**config.mk**
```make
export PLATFORM = sky130hd
export DESIGN_NAME = packet_tick_gen
export DESIGN_NICKNAME = d
export VERILOG_FILES = /design/src/rtl/packet_tick_gen.sv
export SDC_FILE = /design/constraint.sdc
export NUM_CORES = 1
export LEC_CHECK = 0
export ABC_AREA = 1
export BUFFER_PORTS_ARGS = -buffer_cell sky130_fd_sc_hd__buf_2
export CAP_MARGIN = 5
export CORE_ASPECT_RATIO = 0.9
export CORE_UTILIZATION = 50
export DETAILED_ROUTE_END_ITERATION = 12
export GPL_TIMING_DRIVEN = 1
export HOLD_SLACK_MARGIN = 0.12
export PLACE_DENSITY_LB_ADDON = 0.2
export SYNTH_ARGS = -nofsm -noshare
export SYNTH_HDL_FRONTEND = slang
export SYNTH_SLANG_ARGS = --single-unit
export TNS_END_PERCENT = 20
```
**constraint.sdc**
```tcl
create_clock -name CLK -period 7 [get_ports CLK]
set_clock_uncertainty 0.2 [all_clocks]
set_input_delay 0.7 -clock CLK [delete_from_list [all_inputs] [get_ports CLK]]
set_output_delay 0.7 -clock CLK [all_outputs]
set_load 0.1 [all_outputs]
```
**src/rtl/packet_tick_gen.sv**
```systemverilog
// rtl/packet_tick_gen.sv - multi-channel programmable periodic / one-shot tick generator
module packet_tick_gen #(
    parameter int NUM_CH     = 4,
    parameter int CNT_W      = 24,
    parameter int DEF_PERIOD = 10000000
) (
    input  logic                                         CLK,
    input  logic                                         RESETN,
    input  logic [NUM_CH-1:0]                            ENABLE,
    input  logic [NUM_CH-1:0]                            ONESHOT,
    input  logic                                         SYNC,
    input  logic                                         CFG_WE,
    input  logic [((NUM_CH > 1) ? $clog2(NUM_CH) : 1)-1:0] CFG_CH,
    input  logic [CNT_W-1:0]                             CFG_PERIOD,
    output logic [NUM_CH-1:0]                            TICK,
    output logic [NUM_CH-1:0]                            BUSY
);

    localparam int              CH_W  = (NUM_CH > 1) ? $clog2(NUM_CH) : 1;
    localparam logic [CNT_W-1:0] DEF_P = CNT_W'(DEF_PERIOD);

    typedef enum logic [1:0] {
        ST_IDLE = 2'd0,
        ST_RUN  = 2'd1,
        ST_DONE = 2'd2
    } state_t;

    state_t             state_q [NUM_CH];
    state_t             state_d [NUM_CH];
    logic [CNT_W-1:0]   cnt_q   [NUM_CH];
    logic [CNT_W-1:0]   cnt_d   [NUM_CH];
    logic [CNT_W-1:0]   act_q   [NUM_CH];
    logic [CNT_W-1:0]   act_d   [NUM_CH];
    logic [CNT_W-1:0]   pend_q  [NUM_CH];
    logic [CNT_W-1:0]   pend_d  [NUM_CH];
    logic [CNT_W-1:0]   term    [NUM_CH];
    logic [NUM_CH-1:0]  tick_q;
    logic [NUM_CH-1:0]  tick_d;
    logic [NUM_CH-1:0]  busy_q;
    logic [NUM_CH-1:0]  busy_d;
    logic [NUM_CH-1:0]  wr_hit;

    // Terminal count per channel; periods of 0 and 1 both collapse to a one-cycle period.
    always_comb begin
        for (int i = 0; i < NUM_CH; i++) begin
            term[i] = (act_q[i] <= CNT_W'(1)) ? '0 : act_q[i] - CNT_W'(1);
        end
    end

    // Write decode: only indices that name a real channel can match, so out-of-range writes vanish.
    always_comb begin
        for (int i = 0; i < NUM_CH; i++) begin
            wr_hit[i] = CFG_WE && (CFG_CH == CH_W'(i));
        end
    end

    // Per-channel next state: disable > SYNC > terminal count > increment.
    always_comb begin
        for (int i = 0; i < NUM_CH; i++) begin
            state_d[i] = state_q[i];
            cnt_d[i]   = cnt_q[i];
            act_d[i]   = act_q[i];
            pend_d[i]  = wr_hit[i] ? CFG_PERIOD : pend_q[i];
            tick_d[i]  = 1'b0;

            case (state_q[i])
                ST_IDLE: begin
                    cnt_d[i] = '0;
                    act_d[i] = pend_q[i];
                    if (ENABLE[i]) begin
                        state_d[i] = ST_RUN;
                    end
                end
                ST_RUN: begin
                    if (!ENABLE[i]) begin
                        state_d[i] = ST_IDLE;
                        cnt_d[i]   = '0;
                    end else if (SYNC) begin
                        cnt_d[i] = '0;
                    end else if (cnt_q[i] == term[i]) begin
                        cnt_d[i]  = '0;
                        tick_d[i] = 1'b1;
                        act_d[i]  = pend_q[i];
                        if (ONESHOT[i]) begin
                            state_d[i] = ST_DONE;
                        end
                    end else begin
                        cnt_d[i] = cnt_q[i] + CNT_W'(1);
                    end
                end
                ST_DONE: begin
                    cnt_d[i] = '0;
                    act_d[i] = pend_q[i];
                    if (!ENABLE[i]) begin
                        state_d[i] = ST_IDLE;
                    end
                end
                default: begin
                    state_d[i] = ST_IDLE;
                    cnt_d[i]   = '0;
                end
            endcase

            busy_d[i] = (state_d[i] == ST_RUN);
        end
    end

    // State, counters, period registers and registered outputs.
    always_ff @(posedge CLK or negedge RESETN) begin
        if (!RESETN) begin
            for (int i = 0; i < NUM_CH; i++) begin
                state_q[i] <= ST_IDLE;
                cnt_q[i]   <= '0;
                act_q[i]   <= DEF_P;
                pend_q[i]  <= DEF_P;
            end
            tick_q <= '0;
            busy_q <= '0;
        end else begin
            for (int i = 0; i < NUM_CH; i++) begin
                state_q[i] <= state_d[i];
                cnt_q[i]   <= cnt_d[i];
                act_q[i]   <= act_d[i];
                pend_q[i]  <= pend_d[i];
            end
            tick_q <= tick_d;
            busy_q <= busy_d;
        end
    end

    assign TICK = tick_q;
    assign BUSY = busy_q;

endmodule
```
Word level (Yosys, flattened, before mapping)
Index checks and enable logic that the tools add are counted.
{"block": "classes", "addsub": 8, "n_lt_le_gt_ge": 4, "n_eq_ne": 31, "muxes": 80, "n_reduce_logical": 21}
{"op": "$mux 24", "count": 32}
{"op": "$pmux 24 s2", "count": 4}
{"op": "$add 24x1->24 const B", "count": 4}
{"op": "$eq 24x24->1", "count": 4}
{"op": "$le 24x1->1 const B", "count": 4}
{"op": "$sub 24x1->24 const B", "count": 4}
{"op": "$mux 2", "count": 24}
{"op": "$ne 2x2->1 const B", "count": 12}
{"op": "$pmux 2 s3", "count": 4}
{"op": "$eq 2x1->1 const B", "count": 9}
{"op": "$mux 1", "count": 16}
{"op": "$reduce_and 4->1", "count": 4}
{"op": "$eq 2x2->1 const B", "count": 6}
{"op": "$logic_not 2->1", "count": 5}
{"op": "$reduce_bool 2->1", "count": 4}
{"op": "$reduce_or 2->1", "count": 4}
{"op": "$logic_and 1x1->1", "count": 4}
{"block": "totals", "regBits": 304, "inputBits": 38, "output_inout_bits": 8, "word_cells": 162}

Logic depth before layout (Yosys ltp)
{"block": "logic_depth", "word_depth": 8, "ltp_mapped": 19, "mapped_depth_nobuf": 18}

Worst setup path before layout
Ideal clock, no wire load.
{"block": "synth_path", "path_type": "register to register", "startpoint": "register act_q[0] (netlist name)", "endpoint": "register cnt_q[18] (netlist name)", "setup_time_ns": 0.140, "t_arrival_ns": 2.290, "required_ns": 6.660, "setup_slack_ns": 4.370, "stages_incl_launch_ff": 19, "n_path_buf": 2, "period_less_slack_ns": 2.630, "path_cell_list": "dfrtp_1 inv_1 ha_1 nand2_1 nor2_4 inv_1 nand2_1 nand2_1 nand3_1 nand2_1 nor2_1 nand2_1 nor2_1 nand2_1 nor2_2 and2_1 buf_2 buf_6 nor3_1"}
{"element": "from (decl)", "line": "32", "rtl": "logic [CNT_W-1:0] act_q [NUM_CH];"}
{"element": "from (signal, indexed assignment)", "line": "123", "rtl": "act_q[i] <= act_d[i];"}
{"element": "to (signal, indexed assignment)", "line": "122", "rtl": "cnt_q[i] <= cnt_d[i];"}
{"element": "to (decl)", "line": "30", "rtl": "logic [CNT_W-1:0] cnt_q [NUM_CH];"}

Worst setup path in the final report
{"block": "layout_path", "startpoint": "register act_q[24] (netlist name)", "endpoint": "register act_q[46] (netlist name)"}
{"block": "layout_via", "elab_chain_len": 5, "elab_cells_between_ends": 6, "cone_classes": "add/sub (1); order compare (1); eq/ne (2); mux (1); reduce/logical (1)"}
{"element": "$sub 24x1->24 / $le 24x1->1 (equally long branches)", "line": "46", "rtl": "term[i] = (act_q[i] <= CNT_W'(1)) ? '0 : act_q[i] - CNT_W'(1);"}
{"element": "$mux 24 (*)", "line": "46"}
{"element": "$eq 24x24->1 (*)", "line": "80", "rtl": "end else if (cnt_q[i] == term[i]) begin"}
{"element": "$ne 2x2->1 (no line) (*)"}
{"element": "$reduce_and 4->1 (no line) (*)"}
Mark *: on every way between the ends. The rest lies on a longest branch, timed or not.
A chain may end at the register's enable or synchronous reset.

==> results.md <==
- I/O Buffers: 45
- First-pass GRT wire length: 89,010 um
- Max-Cap Viols: 0
- Leak: 10.10 nW
- Vias in the first global route: 16,980
- Resize count post-CTS: 0
- Total gr overflow: 0
- Clock sink count: 304
- CTS tree: built
- DRC viols: 0
- Pwr dens: 265.5 mW/mm^2
- Status: complete, no violations
- Avg WL per Cell: 16.40 um
- Synth Warn #: 0
- Cts bufs inserted: 35
- Die Ht: 187.3 um
- Crit path DAT: 4.08 ns
- Row count: 67
- RSZ-0062 raised after global routing: false
- Endpoints failing hold: 0
- Clk_lat worst skew: 0.56 ns
- Setup crit end kind: flop
- Antenna viol nets, final: 0
- Drt first-iter violations: 1,533
- TNS Setup: 0 ns
- Post-Syn Instances: 2,766
- Final Critical Period: 3.799 ns
- Hold WC Path Type: in -> reg
- DR vias/cell: 5.503
- Global-route usage over all layers: 0.2832
- Core area: 0.03739 mm^2
- Drt pass-1 iters: 6
- Largest net degree at the start of global routing: 148
- Main synth FF type: dfrtp_1
- Final hold slack: 0.1662 ns
- DRT Wirelength: 53,830 um
- H-tree levels: 2
- Die area: 0.03896 mm^2
- Placer Congestion: 0.9677
- Post-synth cell types: 39
- Post-synth EDFFs: 0
- Hpwl dp: 40,150 um
- Final period utilization: 0.5427
- P&R area growth vs syn: 8.084%
- Net Count, Synth: 2,816
- Clock input transition at the sequential cells of the worst setup and hold paths: 0.06 ns
- Sequential fraction of the synthesis area: 0.4028
- Peak supply drop: 163.9 uV
- Fraction of layout cells with a size suffix above 1: 0.07585
- Critical path type: reg -> reg
- CTS Root Cell: clkbuf_16
- Worst-margin pin slew: 1.105 ns
- FF+latch count, synth: 304
- Post-Syn Area: 0.01908 mm^2
- # nets final: 2,819
- IO Count: 46
- Crit start category: flop
- Antenna violations before repair: 0
- Max Slew Vio Count: 0
- Highest fanout seen on the critical path: 38
- Initial Util: 0.5104
- Vias: 18,060
- Worst EP required: 7.29 ns
- Syn Area/Cell: 6.900 um^2
- Top achievable clock speed: 263.3 MHz
- Max transition margin: 0.2609
- Maximum clock path buffer count: 3
- Setup-failing EPs final: 0
- Die Width: 207.9 um
- Async S/R FF share, synth: 1.000
-- worst max-delay path, stage by stage, from the launching register on --
cell and delay [ns]:
dfrtp_1 0.39, inv_1 0.12, ha_1 0.24, o21ai_0 0.10, nor2_1 0.19, nand3_2 0.61, nand3_1 0.33, xor2_1 0.28
nand2_1 0.08, nor2_1 0.09, nand2_1 0.06, nor2_1 0.08, nand2_1 0.07, nand2_1 0.58, nand4_1 0.19, nand2_1 0.12
-- power by group --
part,internal [mW],total (mW),switching (mW)
sequential,1.96,2.12,0.161
combinational,0.489,1.53,1.04
clock,1.05,1.82,0.772
-- what timing repair did --
item / 4_1_cts / 5_1_grt
endpoints found under the hold margin: 79 / 0
hold buffers: 1 / 0
setup buffers: 0 / 0
endpoints found under the setup margin: 0 / 0
-- logic make-up after synthesis --
| kind of cell | Yosys count | synth area share |
|---|---|---|
| DFF | 304 | 0.4028 |
| AOI/OAI and AO/OA | 166 | 0.04530 |
| adders and majority gates | 12 | 0.007867 |
| xor gates and xnor gates | 71 | 0.03258 |
| and+or+nand+nor | 1816 | 0.4229 |
| buffers and inverters | 397 | 0.08851 |
-- path summary, 6_finish.rpt --
path / startpoint / endpoint / slack, ns / depth (start not counted)
max: act_q[24]$_DFFE_PN0P_ / act_q[46]$_DFFE_PN0P_ / 3.20 / 15
min: ONESHOT[3] / state_q[1]$_DFF_PN0_ / 0.17 / 3
max reg2reg: act_q[24]$_DFFE_PN0P_ / act_q[46]$_DFFE_PN0P_ / 3.20 / 15
min reg2reg: pend_q[44]$_DFFE_PN1P_ / act_q[44]$_DFFE_PN1P_ / 0.28 / 2
max in group asynchronous: RESETN / cnt_q[58]$_DFF_PN0_ / 4.71 / 3
min in group asynchronous: RESETN / cnt_q[44]$_DFF_PN0_ / 0.55 / 2
-- sequential cells by signal, summed over array words and instances (netlist names) --
register	count
cnt_q	96
state_q	8
act_q	96
BUSY	4
TICK	4
pend_q	96
-- stage by stage --
stage                 util  setup slack (ns)  instance area [um^2]  power, mW  instances
global route        0.5514             2.711                 20620      5.823       3278
detailed placement  0.5209             3.241                 19470      3.655       3214
CTS                 0.5514             3.209                 20620      5.498       3278
finish              0.5517             3.201                 20630      5.477       3282
global placement    0.5209             3.298                 19470      3.643       3214
floorplan                -             4.370                 19080      3.246       2766
-- synth_stat cells (12+ instances only) --
library cell	count	area [um^2]
dfstp_2	64	1682
xor2_1	65	569.3
inv_1	305	1145
a21oi_1	15	75.07
nor2_1	375	1408
nor3_1	84	420.4
clkbuf_1	44	165.2
buf_6	19	214.0
dfrtp_1	240	6006
nand3_1	323	1617
nand2_1	780	2928
o21ai_0	128	640.6
buf_4	13	97.59
nand4_1	195	1220
ha_1	12	150.1
nor2_2	12	75.07
-- cell usage in the layout, fill, tap and decap left out, types with 2 or more instances in the layout --
cell,n
nand2_2,4
o21bai_1,6
clkinv_2,9
nand3b_1,9
xnor2_1,6
and2_1,5
diode_2,4
xor2_1,65
buf_4,9
nand4_1,195
nand2_1,780
nand4_2,3
o22ai_1,3
dfrtp_1,240
nand3_4,2
nor2_1,375
ha_1,12
inv_6,2
clkbuf_1,5
nor2_2,12
nor3_2,5
nor3_1,84
buf_2,44
nand3_1,323
clkbuf_16,37
clkbuf_8,8
o21ai_0,128
nor4_1,8
o21ai_1,6
nand3_2,3
dfstp_2,64
nor2_4,5
nor3b_1,2
a21oi_1,15
inv_1,305
a31oi_1,5
clkinvlp_4,2
-- per-layer routing --
metal  global-route usage  vias up  wire length, um
met5                    0        -                0
met3              0.04416       62             3221
met4              0.06695        0              979
li1                     -     9044                -
met1               0.4157     8538            25990
met2               0.4374      417            23640
-- area by class of cell --
| type | count | area [um^2] |
|---|---|---|
| fill | 3716 | 16760 |
| multi-input combinational | 2065 | 9708 |
| sequential | 304 | 7687 |
| inverter | 307 | 1152 |
| clock buffer | 50 | 1055 |
| tap | 483 | 604.3 |
| timing repair buffer | 56 | 332.8 |
| clock inverter | 13 | 77.57 |
| antenna | 4 | 10.01 |
Note: power is estimated with default switching activity, not from simulation.
